[src/rtl/clk_reset_sequencer.sv]
// Multi-channel clock divider with staggered power-up core-reset release and per-channel re-reset.
// Optional CLK_GATE_EN adds a per-channel gate_en input that freezes the divider of that channel.
module clk_reset_sequencer #(
    parameter int NUM_CH         = 2,
    parameter int DIV_WIDTH      = 8,
    parameter int DEFAULT_DIV    = 1,
    parameter int RESET_CYCLES   = 20,
    parameter int STAGGER_CYCLES = 4,
    parameter int CNT_WIDTH      = 16,
    parameter int CH_W           = (NUM_CH > 1) ? $clog2(NUM_CH) : 1
) (
    input  logic                 clk,
    input  logic                 reset_n,
`ifdef CLK_GATE_EN
    input  logic [NUM_CH-1:0]    gate_en,
`endif
    input  logic                 div_wr,
    input  logic [CH_W-1:0]      div_ch,
    input  logic [DIV_WIDTH-1:0] div_value,
    input  logic [NUM_CH-1:0]    rst_req,
    output logic [NUM_CH-1:0]    clk_out,
    output logic [NUM_CH-1:0]    clk_en_out,
    output logic [NUM_CH-1:0]    reset_out,
    output logic [NUM_CH-1:0]    rst_busy,
    output logic                 ready
);

    localparam logic [DIV_WIDTH-1:0] DEF_DIV  = (DEFAULT_DIV == 0) ? DIV_WIDTH'(1) : DIV_WIDTH'(DEFAULT_DIV);
    localparam logic [CNT_WIDTH-1:0] HOLD_END = CNT_WIDTH'(RESET_CYCLES);
    localparam logic [CNT_WIDTH-1:0] LAST_REL = CNT_WIDTH'(RESET_CYCLES + (NUM_CH - 1) * STAGGER_CYCLES);

    typedef enum logic [1:0] {HOLD, STAGGER, RUN} seq_state_t;

    seq_state_t           state, state_next;
    logic [CNT_WIDTH-1:0] seq_cnt, seq_cnt_next;
    logic [CNT_WIDTH-1:0] rr_cnt      [NUM_CH];
    logic [CNT_WIDTH-1:0] rr_cnt_next [NUM_CH];
    logic [NUM_CH-1:0]    busy_next;

    logic [DIV_WIDTH-1:0] div_cnt  [NUM_CH];
    logic [DIV_WIDTH-1:0] div_cur  [NUM_CH];
    logic [DIV_WIDTH-1:0] div_pend [NUM_CH];
    logic [NUM_CH-1:0]    pend_valid;
    logic [NUM_CH-1:0]    run_en;

`ifdef CLK_GATE_EN
    assign run_en = gate_en;
`else
    assign run_en = '1;
`endif

    function automatic logic [CNT_WIDTH-1:0] release_at(input int ch);
        return CNT_WIDTH'(RESET_CYCLES + ch * STAGGER_CYCLES);
    endfunction

    // New divisors wait in div_pend until the next wrap so a half-period is never cut short
    always_ff @(posedge clk) begin
        if (!reset_n) begin
            for (int i = 0; i < NUM_CH; i++) begin
                div_cnt[i]  <= '0;
                div_cur[i]  <= DEF_DIV;
                div_pend[i] <= DEF_DIV;
            end
            pend_valid <= '0;
            clk_out    <= '0;
            clk_en_out <= '0;
        end else begin
            for (int i = 0; i < NUM_CH; i++) begin
                clk_en_out[i] <= 1'b0;
                if (run_en[i]) begin
                    if (div_cnt[i] >= div_cur[i] - DIV_WIDTH'(1)) begin
                        div_cnt[i]    <= '0;
                        clk_out[i]    <= ~clk_out[i];
                        clk_en_out[i] <= ~clk_out[i];
                        if (pend_valid[i]) begin
                            div_cur[i]    <= div_pend[i];
                            pend_valid[i] <= 1'b0;
                        end
                    end else begin
                        div_cnt[i] <= div_cnt[i] + DIV_WIDTH'(1);
                    end
                end
                if (div_wr && (div_ch == CH_W'(i))) begin
                    div_pend[i]   <= (div_value == '0) ? DIV_WIDTH'(1) : div_value;
                    pend_valid[i] <= 1'b1;
                end
            end
        end
    end

    always_comb begin
        state_next   = state;
        seq_cnt_next = seq_cnt;
        busy_next    = rst_busy;
        for (int i = 0; i < NUM_CH; i++) begin
            rr_cnt_next[i] = rr_cnt[i];
        end
        case (state)
            HOLD, STAGGER: begin
                seq_cnt_next = seq_cnt + CNT_WIDTH'(1);
                for (int i = 0; i < NUM_CH; i++) begin
                    busy_next[i] = (seq_cnt_next < release_at(i));
                end
                if (seq_cnt_next >= LAST_REL) begin
                    state_next = RUN;
                end else if (seq_cnt_next >= HOLD_END) begin
                    state_next = STAGGER;
                end
            end
            RUN: begin
                // A request while busy simply reloads the count, stretching the reset
                for (int i = 0; i < NUM_CH; i++) begin
                    if (rst_req[i]) begin
                        busy_next[i]   = 1'b1;
                        rr_cnt_next[i] = HOLD_END;
                    end else if (rst_busy[i]) begin
                        if (rr_cnt[i] <= CNT_WIDTH'(1)) begin
                            busy_next[i] = 1'b0;
                        end
                        rr_cnt_next[i] = rr_cnt[i] - CNT_WIDTH'(1);
                    end
                end
            end
            default: state_next = HOLD;
        endcase
    end

    always_ff @(posedge clk) begin
        if (!reset_n) begin
            state   <= HOLD;
            seq_cnt <= '0;
            for (int i = 0; i < NUM_CH; i++) begin
                rr_cnt[i] <= '0;
            end
            rst_busy  <= '1;
            reset_out <= '1;
            ready     <= 1'b0;
        end else begin
            state   <= state_next;
            seq_cnt <= seq_cnt_next;
            for (int i = 0; i < NUM_CH; i++) begin
                rr_cnt[i] <= rr_cnt_next[i];
            end
            rst_busy  <= busy_next;
            reset_out <= busy_next;
            ready     <= (state_next == RUN) && (busy_next == '0);
        end
    end

endmodule

[config.mk]
export PLATFORM = sky130hd
export DESIGN_NAME = clk_reset_sequencer
export DESIGN_NICKNAME = d
export VERILOG_FILES = /design/src/rtl/clk_reset_sequencer.sv
export SDC_FILE = /design/constraint.sdc
export NUM_CORES = 1
export LEC_CHECK = 0
export CAP_MARGIN = 20
export CORE_UTILIZATION = 55
export CTS_CLUSTER_DIAMETER = 60
export DETAILED_ROUTE_END_ITERATION = 10
export GPL_TIMING_DRIVEN = 0
export PLACE_DENSITY_LB_ADDON = 0.3
export SYNTH_ARGS = -nofsm -noshare
export SYNTH_HDL_FRONTEND = slang
export SYNTH_SLANG_ARGS = --single-unit
[constraint.sdc]
create_clock -name clk -period 3.3 [get_ports clk]
set_clock_uncertainty 0.1 [all_clocks]
set_input_delay 0.66 -clock clk [delete_from_list [all_inputs] [get_ports clk]]
set_output_delay 0.66 -clock clk [all_outputs]
set_load 0.02 [all_outputs]
==> metrics <==
initial antenna violation count 0; drt wl/cell around 15 µm; DR vias between 4000 and 5000; Worst R2R Setup Slack roughly 0.21 ns; crit-path cells or3_1, nor3_1, xnor2_1, ha_1, nor2b_1, o21ai_0, o211ai_1, nand2_1, clkbuf_1, o22ai_1; worst-margin pin slew 0.6661 ns; Antenna Violating Nets Remaining 0; CTS max path bufs 2; Pwr Density roughly 410 nW/µm²; CTS root buf clkbuf_8; DP HPWL between 8000 and 9000 µm; synthesized flop and latch total 107; crit path max fanout 10; Residual DRC 0; # diodes 0; status finished, final reports clean; multi-input combinational cell area between 2000 and 3000 µm²; Filler cells 777; register area 2623 µm²; H-tree level count 3; Final Critical Period 3.085 ns; fin. max-slew vios 0; Syn Area/Cell 9.656 µm²; commonest non-fill, non-tap cell in the layout nand2_1; pin count of the biggest net entering global routing 18; first-pass GRT wire length 19290 µm; std cell rows 36; Clock power frac between 30% and 40%; Post-synth ARST share 0%; post-synthesis sequential area ratio 46.27%; yosys warns 0; PortBufs 22; Final Net Count between 600 and 700; Setup Viol. Count Final 0; ratio of routed vias to standard cells 5.674; DR iter-0 viols 249; worst slack at placement 0.09515 ns; remaining global-route overflow 0; area delta synth->final 11.39%; Pwr Total between 2 and 3 mW; Layout Utilization 64.00%; Die Span X 103.5 µm; Comb pwr share between 10% and 20%; ratio of cells with drive above 1 in the final layout 6.396%; Buf/Inv on CP 1; total setup buffers inserted after CTS 0; ys flop type dfxtp_1; CTS buffer count 9; Flop pwr share 57.8%; Post-Synthesis Cells 587; Sw Share 25.33%; # hold bufs at CTS 0; GR Util All Layers 22.39%; internal power 1.947 mW; Initial Util roughly 57%; Post-Route WL 11390 µm; post_cts resized 0; Die ar. 10720 µm²; TritonRoute pass-1 iters 6; Max rail drop VDD 0.2409 mV; count of cell types in the netlist 59; critical setup path kind flip-flop to flip-flop; max_slew headroom 55.50%; Post-Syn Area 5668 µm²; max-capacitance violation count 0; slowest stage delay, CP 0.42 ns; RSZ-0062 raised after global routing false; Slowest-stage cell, CP edfxtp_1; worst path required time roughly 3.3 ns; # IOs 23; core footprint roughly 9900 µm²; P_leak 2.469 nW; Clk Latency, worst-skew pair 0.37 ns; clock-pin slew on the worst setup and hold paths about 0.090 ns; delay-heaviest family, CP simple AND/OR/NAND/NOR gates; chip height 103.5 µm; Hold Path Class flip-flop to flip-flop; most frequent cells in the layout 70 x nand2_1, 59 x dfxtp_1, 48 x nor2_1, 48 x edfxtp_1, 38 x xnor2_1; fmax roughly 320 MHz; CTS tree done; CP arrival 3.08 ns; post-route clock period utilization 93.50%; fin worst setup slack 0.2146 ns; Worst Setup Start Kind flip-flop; sw power between 600 and 700 µW; number of flops mapped to enable cells by yosys 48; final hold violations 0; vias in the first global route 4306; Clock Sinks 107; endpoint type of the worst setup path flip-flop; setup TNS 0 ns; RD Place Congestion 0.8256
-- power groups by stage --
stage / Combinational, mW / Clock (mW) / Sequential, mW
after global placement: 0.293 / 0 / 1.53
after global routing: 0.344 / 0.856 / 1.51
final: 0.310 / 0.792 / 1.51
after floorplan: 0.198 / 0 / 1.53
after detailed placement: 0.305 / 0 / 1.54
after CTS: 0.307 / 0.809 / 1.51
-- worst register-to-register path: cells and delay by family (launching register included) --
family / cells / cell delay [ns]
simple gates: 4 / 0.99
compound gates: 3 / 0.49
flops: 1 / 0.42
buf+inv: 1 / 0.42
fa+ha+maj: 1 / 0.25
xor+xnor: 1 / 0.14
-- metrics by stage --
stage | area [µm²] | instances | hold WS (ns)
floorplan | 5724 | 602 | 0.3707
global placement | 6111 | 757 | 0.3574
detailed placement | 6111 | 757 | 0.3817
CTS | 6309 | 773 | 0.3945
global route | 6314 | 774 | 0.4154
finish | 6314 | 774 | 0.3974
-- final timing paths --
kind | from | end | depth (start not counted)
min reg2reg | clk_out[0] | clk_out[0] | 2
max | div_cur[0][4] | div_cur[0][15] | 10
min | clk_out[0] | clk_out[0] | 2
max reg2reg | div_cur[0][4] | div_cur[0][15] | 10
-- logic make-up (layout without fill, tap and decap cells) --
group | after synthesis | after routing | share of synthesized area, %
compound gates | 68 | 68 | 8.168
buf+inv | 45 | 84 | 4.062
simple gates | 271 | 271 | 25.03
xor+xnor | 67 | 67 | 10.35
mux | 3 | 3 | 0.5298
other cells | 1 | 16 | 0.06616
fa+ha+maj | 25 | 25 | 5.519
flops | 107 | 107 | 46.27
-- registers in the layout (all words and copies together), names as in the netlist --
name,count
pend_valid,2
clk_en_out,2
state,2
div_pend,16
div_cnt,16
div_cur,16
rst_busy,2
clk_out,2
seq_cnt,16
ready,1
rr_cnt,32
-- Yosys cell counts (4+ instances only) --
master	count	area (µm²)
nor2_1	48	180.2
o21ai_0	14	70.07
nor2b_1	8	50.05
a21oi_1	10	50.05
ha_1	25	312.8
a21o_1	5	37.54
nand4b_1	4	35.03
o211ai_1	4	30.03
nand4_1	7	43.79
dfxtp_1	59	1181
xor2_1	29	254.0
o22ai_1	15	93.84
nand3b_1	5	37.54
nand3_1	19	95.09
buf_6	7	78.83
nand2b_1	7	43.79
xnor2_1	38	332.8
nor3_1	18	90.09
and3_1	31	193.9
nor4_1	12	75.07
and2_1	19	118.9
nand2_1	70	262.8
edfxtp_1	48	1441
clkbuf_1	20	75.07
inv_1	15	56.30
-- layer usage --
layer	vias to the layer above	wire (µm)	track usage, %
li1	2152	-	-
met1	2098	4944	26.51
met2	116	5728	40.22
met3	26	472	3.650
met4	0	246	9.110
met5	-	0	0
-- cell type report --
class                   count  share of cell area [%]
multi-input cells         450                   45.48
flip-flops and latches    107                   41.54
repair buffers             23                   3.567
clock buffers              13                   2.854
plain buffers              30                   2.755
well taps                 133                   2.636
inverters                  15                  0.8918
clock inverters             3                  0.2774
No activity file was read; power rests on OpenSTA's default activity.
